===== config.mk =====
export PLATFORM = sky130hd
export DESIGN_NAME = serdes_rx_aligner
export DESIGN_NICKNAME = d
export VERILOG_FILES = /design/src/rtl/serdes_pkg.sv /design/src/rtl/serdes_comma_detect.sv /design/src/rtl/serdes_rx_aligner.sv
export SDC_FILE = /design/constraint.sdc
export NUM_CORES = 1
export LEC_CHECK = 0
export CORE_UTILIZATION = 45
export DETAILED_ROUTE_END_ITERATION = 16
export GPL_ROUTABILITY_DRIVEN = 0
export PLACE_DENSITY = 0.66
export SYNTH_ARGS = -nofsm -noshare
export SYNTH_HDL_FRONTEND = slang
export SYNTH_SLANG_ARGS = --single-unit

===== constraint.sdc =====
create_clock -name clk -period 2.35 [get_ports clk]
set_input_delay 0.47 -clock clk [delete_from_list [all_inputs] [get_ports clk]]
set_output_delay 0.47 -clock clk [all_outputs]
set_load 0.02 [all_outputs]

===== src/rtl/serdes_pkg.sv =====
// serdes_pkg: comma constants, aligner state encoding and small helpers shared
//   by the receive aligner, the link monitor and the encoder side.
// Latency: n/a (constants, types and pure functions only). Backpressure: n/a.
package serdes_pkg;

  // K28.5 in {j,h,g,f,i,e,d,c,b,a} order, i.e. bit0 = 'a' (first on the wire).
  localparam logic [9:0] K28_5_NEG = 10'h17C;
  localparam logic [9:0] K28_5_POS = 10'h283;

  // Aligner FSM encoding. Kept as plain constants so that older blocks
  // comparing raw state values keep working.
  localparam logic [1:0] HUNT   = 2'd0;
  localparam logic [1:0] ACQ    = 2'd1;
  localparam logic [1:0] LOCKED = 2'd2;

  // One framed 10-bit symbol together with its K28.5 flag.
  typedef struct packed {
    logic       is_k;
    logic [9:0] dat;
  } rx_word_t;

  // Bit position inside a 10-bit frame, wrapping 9 -> 0.
  function automatic logic [3:0] bit_cnt_inc(input logic [3:0] cnt);
    return (cnt == 4'd9) ? 4'd0 : cnt + 4'd1;
  endfunction

endpackage


===== src/rtl/serdes_comma_detect.sv =====
// serdes_comma_detect: flags a K28.5 comma (either running disparity) in a 10-bit window.
// Latency: purely combinational, 0 cycles.
// Backpressure: none; the caller decides when the window is meaningful.
//
// Ports:
//   sr     in  10  candidate window, bit0 = 'a'
//   comma  out 1   window equals COMMA_NEG or COMMA_POS
module serdes_comma_detect
  import serdes_pkg::*;
#(
  parameter logic [9:0] COMMA_NEG = K28_5_NEG,
  parameter logic [9:0] COMMA_POS = K28_5_POS
) (
  input  logic [9:0] sr,
  output logic       comma
);

  assign comma = (sr == COMMA_NEG) || (sr == COMMA_POS);

endmodule


===== src/rtl/serdes_rx_aligner.sv =====
// serdes_rx_aligner: 8b/10b receive word aligner; hunts K28.5 at any bit phase, locks framing, emits 10-bit words.
// Latency: word_out/word_valid are registered 1 clk after the sample edge of a word's last bit.
// Backpressure: none downstream; ser_en low freezes all shift/count/FSM state and suppresses strobes.
//
// Ports:
//   clk          in   1   single clock, rising edge
//   rst          in   1   synchronous reset, active-high
//   ser_in       in   1   serial data, bit 'a' first
//   ser_en       in   1   ser_in valid this cycle
//   word_out     out  10  aligned word, bit0 = 'a'; held between strobes
//   word_valid   out  1   1-cycle strobe, word_out updated
//   word_is_k    out  1   word_out is K28.5, qualified by word_valid
//   locked       out  1   FSM in LOCKED
//   realign      out  1   1-cycle pulse when bit phase is (re)established
//   realign_cnt  out  16  saturating count of realign pulses       (RX_ALIGN_STATS_EN only)
//   misalign_cnt out  16  saturating count of off-frame commas while locked (RX_ALIGN_STATS_EN only)
//
// Build option: define RX_ALIGN_STATS_EN to add the two statistics counters.
module serdes_rx_aligner
  import serdes_pkg::*;
#(
  parameter int         LOCK_COMMAS = 3,
  parameter int         LOSS_COMMAS = 2,
  parameter logic [9:0] COMMA_NEG   = K28_5_NEG,
  parameter logic [9:0] COMMA_POS   = K28_5_POS
) (
  input  logic        clk,
  input  logic        rst,
  input  logic        ser_in,
  input  logic        ser_en,
  output logic [9:0]  word_out,
  output logic        word_valid,
  output logic        word_is_k,
  output logic        locked,
  output logic        realign
`ifdef RX_ALIGN_STATS_EN
  ,
  output logic [15:0] realign_cnt,
  output logic [15:0] misalign_cnt
`endif
);

  localparam int ACQ_W  = $clog2(LOCK_COMMAS + 1);
  localparam int MISS_W = $clog2(LOSS_COMMAS + 1);
  localparam logic [ACQ_W-1:0]  ACQ_MAX  = ACQ_W'(LOCK_COMMAS);
  localparam logic [MISS_W-1:0] MISS_MAX = MISS_W'(LOSS_COMMAS);

  logic [9:0]        sr;
  logic [3:0]        bit_cnt;
  logic              shifted;
  logic [1:0]        state;
  logic [1:0]        state_nxt;
  logic [ACQ_W-1:0]  acq;
  logic [ACQ_W-1:0]  acq_nxt;
  logic [ACQ_W-1:0]  acq_inc;
  logic [MISS_W-1:0] miss;
  logic [MISS_W-1:0] miss_nxt;
  logic [MISS_W-1:0] miss_inc;
  logic              comma;
  logic              boundary;
  logic              emit;
  logic              reframe;
  rx_word_t          word_q;

  serdes_comma_detect #(
    .COMMA_NEG (COMMA_NEG),
    .COMMA_POS (COMMA_POS)
  ) u_comma_detect (
    .sr    (sr),
    .comma (comma)
  );

  // bit_cnt == 0 means sr holds exactly one frame's worth of new bits.
  assign boundary = (bit_cnt == 4'd0);
  assign acq_inc  = (acq  == ACQ_MAX)  ? acq  : acq  + 1'b1;
  assign miss_inc = (miss == MISS_MAX) ? miss : miss + 1'b1;

  // Decisions are taken only in the cycle after a shift, so a given sr
  // content is judged exactly once even when ser_en stalls.
  always_comb begin
    state_nxt = state;
    acq_nxt   = acq;
    miss_nxt  = miss;
    emit      = 1'b0;
    reframe   = 1'b0;
    if (shifted) begin
      case (state)
        HUNT: begin
          if (comma) begin
            reframe  = 1'b1;
            emit     = 1'b1;
            acq_nxt  = ACQ_W'(1);
            miss_nxt = '0;
            state_nxt = (ACQ_MAX == ACQ_W'(1)) ? LOCKED : ACQ;
          end
        end
        ACQ: begin
          if (comma && !boundary) begin
            // New phase wins: restart acquisition counting from this comma.
            reframe = 1'b1;
            emit    = 1'b1;
            acq_nxt = ACQ_W'(1);
            if (ACQ_MAX == ACQ_W'(1)) begin
              state_nxt = LOCKED;
            end
          end else if (boundary) begin
            emit = 1'b1;
            if (comma) begin
              acq_nxt = acq_inc;
              if (acq_inc == ACQ_MAX) begin
                state_nxt = LOCKED;
                miss_nxt  = '0;
              end
            end
          end
        end
        LOCKED: begin
          if (boundary) begin
            emit = 1'b1;
            if (comma) begin
              miss_nxt = '0;
            end
          end else if (comma) begin
            // Framing is frozen while locked; off-frame commas only count.
            if (miss_inc == MISS_MAX) begin
              state_nxt = HUNT;
              miss_nxt  = '0;
              acq_nxt   = '0;
            end else begin
              miss_nxt = miss_inc;
            end
          end
        end
        default: begin
          state_nxt = HUNT;
          acq_nxt   = '0;
          miss_nxt  = '0;
        end
      endcase
    end
  end

  always_ff @(posedge clk) begin
    if (rst) begin
      sr         <= '0;
      bit_cnt    <= '0;
      shifted    <= 1'b0;
      state      <= HUNT;
      acq        <= '0;
      miss       <= '0;
      word_q     <= '0;
      word_valid <= 1'b0;
      realign    <= 1'b0;
    end else begin
      shifted    <= ser_en;
      state      <= state_nxt;
      acq        <= acq_nxt;
      miss       <= miss_nxt;
      word_valid <= emit;
      realign    <= reframe;
      if (ser_en) begin
        sr      <= {ser_in, sr[9:1]};
        bit_cnt <= bit_cnt_inc(bit_cnt);
      end
      // The comma in sr is frame position 0; the next enabled bit is position 1.
      if (reframe) begin
        bit_cnt <= ser_en ? 4'd1 : 4'd0;
      end
      if (emit) begin
        word_q.dat  <= sr;
        word_q.is_k <= comma;
      end
    end
  end

  assign word_out  = word_q.dat;
  assign word_is_k = word_q.is_k;
  assign locked    = (state == LOCKED);

`ifdef RX_ALIGN_STATS_EN
  logic misalign_evt;

  assign misalign_evt = shifted && (state == LOCKED) && comma && !boundary;

  always_ff @(posedge clk) begin
    if (rst) begin
      realign_cnt  <= '0;
      misalign_cnt <= '0;
    end else begin
      if (reframe && (realign_cnt != 16'hFFFF)) begin
        realign_cnt <= realign_cnt + 16'd1;
      end
      if (misalign_evt && (misalign_cnt != 16'hFFFF)) begin
        misalign_cnt <= misalign_cnt + 16'd1;
      end
    end
  end
`endif

endmodule


Word-level counts from Yosys, hierarchy flattened
Cells that the tools add are included.
- flip-flop bits (word level): 34
- bits in latches: 0
- RAM bits: 0
- bits in read-only memories: 0
- bits of input ports: 4
- output and inout bits: 14
- word-level logic and storage cells: 78
- memories kept: 0
- add/sub/neg operators: 3
- multiply operators: 0
- div/mod/pow operators: 0
- $lt $le $gt $ge: 0
- equal/unequal tests: 20
- shift operators: 0
- muxes and demuxes: 36
- bitwise gates (word level): 0
- reductions and logical operators: 9
- operators with widths (operator ; number):
    $mux W2 ; 21
    $pmux W2 S3 ; 3
    $mux W4 ; 3
    $ne A2 B2 Y1 const B ; 6
    $eq A10 B10 Y1 const B ; 1
    $eq A10 B9 Y1 const B ; 1
    $eq A2 B2 Y1 const B ; 5
    $reduce_and A9 Y1 ; 1
    $mux W1 ; 7
    $reduce_and A7 Y1 ; 1
    $ne A3 B3 Y1 const B ; 2
    $reduce_and A6 Y1 ; 1
    $add A2 B1 Y2 const B ; 2
    $add A4 B1 Y4 const B ; 1
    $eq A4 B4 Y1 const B ; 1
    $logic_not A4 Y1 ; 1
    $ne A2 B1 Y1 const B ; 2
    $ne A3 B1 Y1 const B ; 1
    $pmux W1 S3 ; 1
    $eq A2 B1 Y1 const B ; 1
    $logic_not A2 Y1 ; 1
    $pmux W1 S2 ; 1
    $reduce_bool A2 Y1 ; 1
    $logic_and A1 B1 Y1 ; 1
    other kinds (2) ; 2

Depth between registers and ports, before layout
- depth after elaboration: 8
- mapped depth: 9
- mapped depth without buffers: 7

Cells and area by module
A second synthesis with hierarchy kept.
- cell total of the unflattened synthesis: 171
- area, all modules: 1592.8 µm²
- modules (own cells, without submodules) (module ; instances ; cells each ; area each (µm²) ; sequential area each (µm²)):
    serdes_rx_aligner ; 1 ; 164 ; 1527.7 ; 680.7
    serdes_comma_detect ; 1 ; 7 ; 65.1 ; 0.0

Worst setup path after synthesis
OpenSTA, ideal clock, no wires.
- path type: reg-to-reg
- from: register bit_cnt[0]
- to: register word_q, in the netlist word_is_k
- setup time: 0.128 ns
- arrival: 1.936 ns
- required time: 2.222 ns
- setup slack: 0.286 ns
- cell stages (with the launch flop): 10
- buffers on the path: 2
- period minus slack after synthesis: 2.064 ns
- path through: dfxtp_1 -> inv_1 -> ha_1 -> or3b_2 -> clkbuf_1 -> o21ai_0 -> o311ai_4 -> buf_6 -> mux2i_1 -> nor2_1
- word-level cells in the longest chain between the ends: 6
- elaborated cells between the ends (all ways): 7
- classes of those cells: mux (4); reduce/logical (3)
- ends and longest elaborated chain (item ; line ; RTL):
    from (decl) ; serdes_rx_aligner.sv:49 ; logic [3:0] bit_cnt;
    from (signal assigned) ; serdes_rx_aligner.sv:163 ; bit_cnt <= bit_cnt_inc(bit_cnt);
    from (signal assigned) ; serdes_rx_aligner.sv:167 ; bit_cnt <= ser_en ? 4'd1 : 4'd0;
    $logic_not A4 Y1 (*) ; serdes_rx_aligner.sv:74 ; assign boundary = (bit_cnt == 4'd0);
    $logic_not A1 Y1 ; serdes_rx_aligner.sv:98 ; if (comma && !boundary) begin
    $logic_and A1 B1 Y1 ; serdes_rx_aligner.sv:98 ;
    $mux W1 ; serdes_rx_aligner.sv:98 ;
    $pmux W1 S3 (*) ; serdes_rx_aligner.sv:87 ; case (state)
    $mux W1 (*) ; serdes_rx_aligner.sv:86 ; if (shifted) begin
    to (decl) ; serdes_rx_aligner.sv:63 ; rx_word_t word_q;
Every way passes the cells marked *; elsewhere a longest branch is shown, timed or not.
A chain may end at the register's enable or synchronous reset.

Final worst setup path
- from: register state[1]
- to: output locked
- word-level cells in the longest chain between the ends: 1
- ends and longest elaborated chain (item ; line ; RTL):
    from (decl) ; serdes_rx_aligner.sv:51 ; logic [1:0] state;
    from (signal assigned) ; serdes_rx_aligner.sv:156 ; state <= state_nxt;
    $eq A2 B2 Y1 ; serdes_rx_aligner.sv:178 ; assign locked = (state == LOCKED);
    to (decl) ; serdes_rx_aligner.sv:34 ; output logic locked,
No other way between the ends.

==> flow_summary.yaml <==
setup_path:
  cp.arrival_ps: 1800
  worstRegToRegCells: 8
  required_ps: 1880
  start_kind: "flop"
  crit_type: "reg -> out"
  critPathMaxFanout: 9
  end_kind: "output pin"
floorplanning:
  die_w_um: 61.1
  core_sq_um: 3340
  die_y_um: 61.1
  num_io_pins: 18
  start_util_pct: 47.2
  die_area_sq_um: 3740
  rows: 21
clock_network:
  clockRootBuffer: "clkbuf_4"
  cts_hold_buf: 0
  clock-sinks: 34
  insertion_delay_ps: 350
  clk_pin_slew_ps: 110
  tritoncts: "done"
  numCtsBuffers: 5
  htreeDepth: 2
  clockBufferDepth: 2
  cts_setup_buffers: 0
  post_cts_resize_count: 0
sta:
  hold_violations: 0
  min_period_ps: 2270
  setup_viol: 0
  worst_slew_pin_slew_ps: 552
  clock.fmax_mhz: 440
  fin_skew_ps: 5.82
  rsz0062_at_grt: "false"
  drv_slew: 0
  fin_crit_sh_pct: 96.6
  finalSetupTns_ps: 0
  slew_headroom_pct: 62.9
synth:
  syn_nets: 173
  ys_seq_elements: 34
  synth_area_sq_um: 1570
  synthArstFlopShare_pct: 0
  avgSynthCellArea_sq_um: 9.54
  ys_warn_count: 0
  yosysSeqAreaShare_pct: 43.2
  syn_inst: 165
  synth_edf_count: 0
  yosysUniqueCellTypes: 38
  synth_flop_cell: "dfxtp_1"
grt:
  track_usage_pct: 20.0
  grt_pass1_vias: 1164
  grt_first_pass_wirelength_um: 5330
  grt_antenna_before_repair: 0
  grt.overflow.total: 0
  grt_max_degree: 34
drt:
  vias: 1239
  wl_per_cell_um: 13.8
  drc: 0
  via_per_inst: 5.41
  drt-initial-drc-count: 86
  wirelength_um: 3170
  drtPass1Iterations: 4
  ant_nets: 0
outcome:
  status: "finished clean"
final_layout:
  fill_cells: 311
  final_util_pct: 55.7
  multi_input_area_sq_um: 825
  fin_cells: 229
  layout-drive-gt1-share_pct: 10.9
  layout_common_cells: "dfxtp_1 (34), nor2_1 (27), mux2i_1 (23)"
  syn_to_final_growth_pct: 18.0
  diodes: 0
  layout_commonest_cell: "dfxtp_1"
  seq_area_sq_um: 681
  nets: 190
power:
  power.density_nw_per_um2: 544
  leakage_nw: 0.745
  irDropWorstVdd_mv: 0.388
place:
  place.port_buffers: 17
  placed_cells: 220
  dp_hpwl_um: 2160
min_path:
  hold_class: "reg -> reg"
  hold_depth: 2
job:
  cap_violations: 0
-- logic make-up after synthesis --
family	count (synthesis)	synth area share (%)
buffers and inverters	16	4.37
muxes	23	14.6
AOI/OAI and AO/OA	28	14.1
and+or+nand+nor	60	20.4
DFF	34	43.2
adders and majority gates	4	3.18
-- per-layer routing --
layer  vias up  wire, um  GRT usage (%)  part of all wire [%]
met5         -         0              0                     0
met4         0        97           12.7                   3.1
met3        10       141           5.46                   4.4
met2        29      1500           32.5                    47
met1       579      1430           23.4                    45
li1        621         -              -                     -
-- critical path, stage by stage, from the launching register on --
cell,delay (ps)
dfxtp_1,520
nor2b_1,290
clkdlybuf4s50_1,650
-- Yosys cell counts, types with 3 or more instances --
library cell	number	area, sq um
nor2b_1	3	18.8
nor3b_1	3	22.5
o21ai_0	7	35.0
mux2i_1	23	230
nand2_1	10	37.5
inv_1	5	18.8
dfxtp_1	34	681
nor2_1	27	101
nand3_1	4	20.0
ha_1	4	50.1
a21oi_1	4	20.0
clkbuf_1	9	33.8
-- sequential cells by signal, summed over array words and instances, names as in the netlist, 2 cells and up --
signal,count
sr,10
word_out,10
bit_cnt,4
acq,2
miss,2
state,2
-- stage by stage --
stage,hold WS (ps),area (sq um),worst slack [ps],power [mW]
2_1_floorplan,421,1570,286,0.645
3_3_place_gp,442,1770,210,0.661
3_5_place_dp,462,1770,100,0.663
4_1_cts,477,1840,63.7,1.02
5_1_grt,512,1860,7.29,1.06
6_report,473,1860,79.8,1.01
-- where the power goes --
group	leakage, nW	internal, mW	switching (mW)
Clock	0.0343	0.144	0.217
Combinational	0.436	0.0262	0.0333
Sequential	0.275	0.582	0.00871
Total	0.745	0.752	0.259
-- path summary, 6_finish.rpt --
kind | slack (ps) | startpoint | endpoint
min | 470 | miss[1]$_SDFFE_PP0P_ | miss[1]$_SDFFE_PP0P_
max | 80 | state[1]$_SDFFE_PP0P_ | locked
min reg2reg | 470 | miss[1]$_SDFFE_PP0P_ | miss[1]$_SDFFE_PP0P_
max reg2reg | 160 | bit_cnt[0]$_SDFFE_PP0P_ | word_out[2]$_SDFFE_PP0P_
-- cell type report --
| cell class | count | share of cell area (%) |
|---|---|---|
| Clock buffer | 6 | 2.76 |
| Clock inverter | 2 | 0.673 |
| Inverter | 5 | 1.01 |
| Multi-Input combinational cell | 115 | 44.4 |
| Sequential cell | 34 | 36.6 |
| Tap cell | 46 | 3.10 |
| Timing Repair Buffer | 21 | 11.4 |
No activity file was read; power rests on OpenSTA's default activity.
